==> src/rtl/switch_debouncer.sv <==
// switch_debouncer: 2-flop synchroniser per bit feeding a whole-vector debounce FSM.
// Optional macro SWITCH_EDGE_EN adds per-bit rise/fall pulses aligned with changed.

module switch_sync_bit #(
  parameter logic RST_BIT = 1'b0
) (
  input  logic clock,
  input  logic n_reset,
  input  logic d,
  output logic q
);
  logic [1:0] sync_pipe; // [0] = sync1, [1] = sync2

  always_ff @(posedge clock or negedge n_reset)
    if (!n_reset) sync_pipe <= {2{RST_BIT}};
    else          sync_pipe <= {sync_pipe[0], d};

  assign q = sync_pipe[1];
endmodule

module switch_debouncer #(
  parameter int              WIDTH         = 4,
  parameter int              STABLE_CYCLES = 16,
  parameter logic [WIDTH-1:0] RESET_VALUE  = '0
) (
  input  logic             clock,
  input  logic             n_reset,
  input  logic [WIDTH-1:0] switch_in,
  output logic [WIDTH-1:0] switch_out,
  output logic             changed,
  output logic             busy
`ifdef SWITCH_EDGE_EN
  ,
  output logic [WIDTH-1:0] rise,
  output logic [WIDTH-1:0] fall
`endif
);
  localparam int            CW      = $clog2(STABLE_CYCLES + 1);
  localparam logic [CW-1:0] CNT_MAX = CW'(STABLE_CYCLES);

  typedef enum logic {IDLE, COUNT} state_t;

  state_t           state, state_d;
  logic [WIDTH-1:0] s, cand, cand_d, out_d;
  logic [CW-1:0]    cnt, cnt_d;
  logic             changed_d;

  for (genvar i = 0; i < WIDTH; i++) begin : g_sync
    switch_sync_bit #(.RST_BIT(RESET_VALUE[i])) u_sync (
      .clock   (clock),
      .n_reset (n_reset),
      .d       (switch_in[i]),
      .q       (s[i])
    );
  end

  always_comb begin
    state_d   = state;
    cand_d    = cand;
    cnt_d     = cnt;
    out_d     = switch_out;
    changed_d = 1'b0;
    case (state)
      IDLE:
        if (s != switch_out) begin
          cand_d  = s;
          cnt_d   = CW'(1);
          state_d = COUNT;
        end
      COUNT:
        // A change in s always beats acceptance on the same edge.
        if (s != cand && s == switch_out) begin
          state_d = IDLE;
        end else if (s != cand) begin
          cand_d = s;
          cnt_d  = CW'(1);
        end else if (cnt == CNT_MAX) begin
          out_d     = cand;
          changed_d = 1'b1;
          state_d   = IDLE;
        end else begin
          cnt_d = cnt + CW'(1);
        end
      default: state_d = IDLE;
    endcase
  end

  always_ff @(posedge clock or negedge n_reset)
    if (!n_reset) begin
      state      <= IDLE;
      cand       <= RESET_VALUE;
      cnt        <= '0;
      switch_out <= RESET_VALUE;
      changed    <= 1'b0;
      busy       <= 1'b0;
    end else begin
      state      <= state_d;
      cand       <= cand_d;
      cnt        <= cnt_d;
      switch_out <= out_d;
      changed    <= changed_d;
      busy       <= (state_d == COUNT);
    end

`ifdef SWITCH_EDGE_EN
  always_ff @(posedge clock or negedge n_reset)
    if (!n_reset) begin
      rise <= '0;
      fall <= '0;
    end else begin
      rise <= changed_d ? (cand & ~switch_out) : '0;
      fall <= changed_d ? (~cand & switch_out) : '0;
    end
`endif
endmodule
==> config.mk <==
export PLATFORM = sky130hd
export DESIGN_NAME = switch_debouncer
export DESIGN_NICKNAME = d
export VERILOG_FILES = /design/src/rtl/switch_debouncer.sv
export SDC_FILE = /design/constraint.sdc
export NUM_CORES = 1
export LEC_CHECK = 0
export ABC_AREA = 1
export BUFFER_PORTS_ARGS = -buffer_cell sky130_fd_sc_hd__buf_2
export CORE_MARGIN = 10
export CORE_UTILIZATION = 30
export DETAILED_ROUTE_END_ITERATION = 6
export GPL_TIMING_DRIVEN = 0
export PLACE_DENSITY = 0.49
export RECOVER_POWER = 25
export SYNTH_ARGS = -nofsm -noshare
export SYNTH_HDL_FRONTEND = slang
export SYNTH_SLANG_ARGS = --single-unit
==> constraint.sdc <==
create_clock -name clock -period 1.45 [get_ports clock]
set_clock_uncertainty 0.1 [all_clocks]
set_input_delay 0.2175 -clock clock [delete_from_list [all_inputs] [get_ports clock]]
set_output_delay 0.2175 -clock clock [all_outputs]
set_load 0.01 [all_outputs]
==> flow_metrics.tcl <==
set metrics [dict create \
    path_class "reg2reg" \
    crit_required_ns 1.57 \
    maxCapViolCount 0 \
    clk_pin_slew_ns 0.13 \
    syn_area_per_cell_sq_um 9.32 \
    hold_ws_ns 0.264 \
    power_uw 1370 \
    cts_tree "built" \
    ys_types 20 \
    drive_above_1_share 0.338 \
    crit_slowest_cell "dfrtp_1" \
    p_leak_uw 0.000665 \
    synth-seq-cells 23 \
    die_area_sq_mm 0.00615 \
    cp_slowest_stage_delay_ns 0.41 \
    clock-sinks 23 \
    finalCritPeriodShare 1.02 \
    dr.pass1.iters 4 \
    num_antenna_cells 0 \
    grt_overflow_total 0 \
    via_per_inst 4.37 \
    tightest_slew_ns 0.573 \
    antenna_left 0 \
    cts_root_buf "clkbuf_4" \
    powerDensity_mw_per_mm2 1010 \
    min_path_type "reg2reg" \
    cts_buffers 3 \
    die_x_microns 78.4 \
    synth_warnings 0 \
    initial_core_util 0.310 \
    crit_fanout 5 \
    synth_cells 110 \
    cpMostUsedCell "nand2_4" \
    via_count 808 \
    cp_top_family "simple AND/OR/NAND/NOR gates" \
    setup_ws_ns -0.0312 \
    layout_commonest_cell "nand2_1" \
    crit_buf_inv 2 \
    cp.arrival_ns 1.60 \
    gp_congestion 0.723 \
    grt_max_degree 24 \
    final_cell_mix "31 x nand2_1, 23 x dfrtp_1, 10 x buf_2" \
    yosysSeqAreaShare 0.562 \
    violations "setup timing" \
    area_growth_pct 31.6 \
    core_sq_mm 0.00331 \
    syn_nets 118 \
    rsz0062_at_grt "true" \
    irDropWorstVdd_uv 561 \
    num_io_pins 12 \
    critPathCaptureType "register" \
    wirelength_microns 2180 \
    grt_pass1_wl_microns 3660 \
    drtIter0Drc 25 \
    critPathLaunchType "register" \
    setup_viol 1 \
    io_buffer_count 11 \
    status "finished with violations" \
    period_needed_ns 1.48 \
    fmax_ghz 0.675 \
    hold_viol 0 \
    fp-row-count 21 \
    clkLatencyLatePin_ns 0.31 \
    clockBufferDepth 2 \
    dp_slack_ns -0.185 \
    cts.htree.levels 1 \
    routedWlPerCell_microns 11.8 \
    grt_pass1_vias 847 \
    finish.net_count 148 \
    critical_path.cell_chain "inv_2 -> ha_4 -> nand2_4 -> nor2_4 -> nand2_4 -> nand4_1 -> buf_4 -> nand2_1" \
    grt.total_usage 0.0723 \
    maxSlewViolCount 0 \
    antenna_found_initial 0 \
    relSlewSlack 0.618 \
    hpwl_microns 1460 \
    drc_errors 0 \
    syn-cell-area_sq_mm 0.00102 \
    die_h_microns 78.4 \
]
## synthesized netlist by cell type (all sizes together)
master / count / area (sq um)
nor3: 1 / 5.00
nor2: 7 / 38.8
xnor2: 3 / 33.8
buf: 1 / 11.3
nand3: 10 / 62.6
nand4: 2 / 12.5
o21ai: 8 / 40.0
inv: 13 / 48.8
nand2: 36 / 138
dfrtp: 23 / 576
ha: 2 / 25.0
nand3b: 1 / 7.51
xor2: 3 / 26.3
## metrics by stage
stage / util / setup TNS, ns / cell area, sq um / std cells
3_3_place_gp: 0.344 / -1.03 / 1140 / 167
4_1_cts: 0.391 / 0 / 1290 / 184
3_5_place_dp: 0.344 / -1.01 / 1140 / 167
6_report: 0.407 / -0.0312 / 1350 / 185
2_1_floorplan: - / 0 / 1020 / 110
5_1_grt: 0.407 / -0.671 / 1350 / 185
## path summary, 6_finish.rpt
path / from / endpoint / slack [ns] / cells past startpoint
min in group asynchronous: n_reset / switch_out[0]$_DFFE_PN0P_ / 0.31 / 2
setup reg to reg: cnt[0]$_DFFE_PN0P_ / state$_DFF_PN0_ / -0.03 / 8
hold / removal: g_sync[3].u_sync.sync_pipe[0]$_DFF_PN0_ / g_sync[3].u_sync.sync_pipe[1]$_DFF_PN0_ / 0.26 / 0
max in group asynchronous: n_reset / cand[2]$_DFFE_PN0P_ / 0.56 / 2
setup / recovery: cnt[0]$_DFFE_PN0P_ / state$_DFF_PN0_ / -0.03 / 8
hold reg to reg: g_sync[3].u_sync.sync_pipe[0]$_DFF_PN0_ / g_sync[3].u_sync.sync_pipe[1]$_DFF_PN0_ / 0.26 / 0
## layer usage
layer,vias up,share of wire,GRT usage
met5,-,0,0
met4,0,0.021,0.0269
met3,6,0.038,0.0251
met2,12,0.47,0.116
met1,388,0.47,0.0874
li1,402,-,-
## power by group
group / total (uW) / internal [uW] / switching (uW)
clock network: 305 / 107 / 198
logic: 335 / 160 / 175
registers: 725 / 689 / 36.8
## what timing repair did
| item | CTS | global route |
|---|---|---|
| endpoints found under the setup margin | 9 | 13 |
| gates resized for setup | 7 | 12 |
| hold endpoints to repair | 27 | 0 |
| hold buffers | 5 | 0 |
| gates cloned | 0 | 1 |
| pin swaps | 4 | 10 |
| setup buffers | 8 | 0 |
## state kept, by name, indices dropped and copies added, names as in the netlist
register                 cells
g_sync.u_sync.sync_pipe      8
cnt                          5
cand                         4
switch_out                   4
changed                      1
state                        1
## logic make-up (layout without fill, tap and decap cells)
group,after synthesis,in the layout,share of synthesized area
and+or+nand+nor,57,57,0.258
DFF,23,23,0.562
buffers and inverters,14,43,0.0586
AOI/OAI and AO/OA,8,8,0.0391
xor gates and xnor gates,6,6,0.0586
adders and majority gates,2,2,0.0244
## worst reg2reg max path, cell delays in order, from the launching register on
cell,delay [ns]
dfrtp_1,0.41
inv_2,0.09
ha_4,0.14
nand2_4,0.05
nor2_4,0.13
nand2_4,0.08
nand4_1,0.19
buf_4,0.16
nand2_1,0.04
## area by class of cell
cell class	count	area, sq um
Buffer	1	11.3
Clock buffer	4	26.3
Fill cell	355	1960
Inverter	13	48.8
Multi-Input combinational cell	73	457
Sequential cell	23	576
Tap cell	46	57.6
Timing Repair Buffer	25	173
No activity file was read; power rests on OpenSTA's default activity.
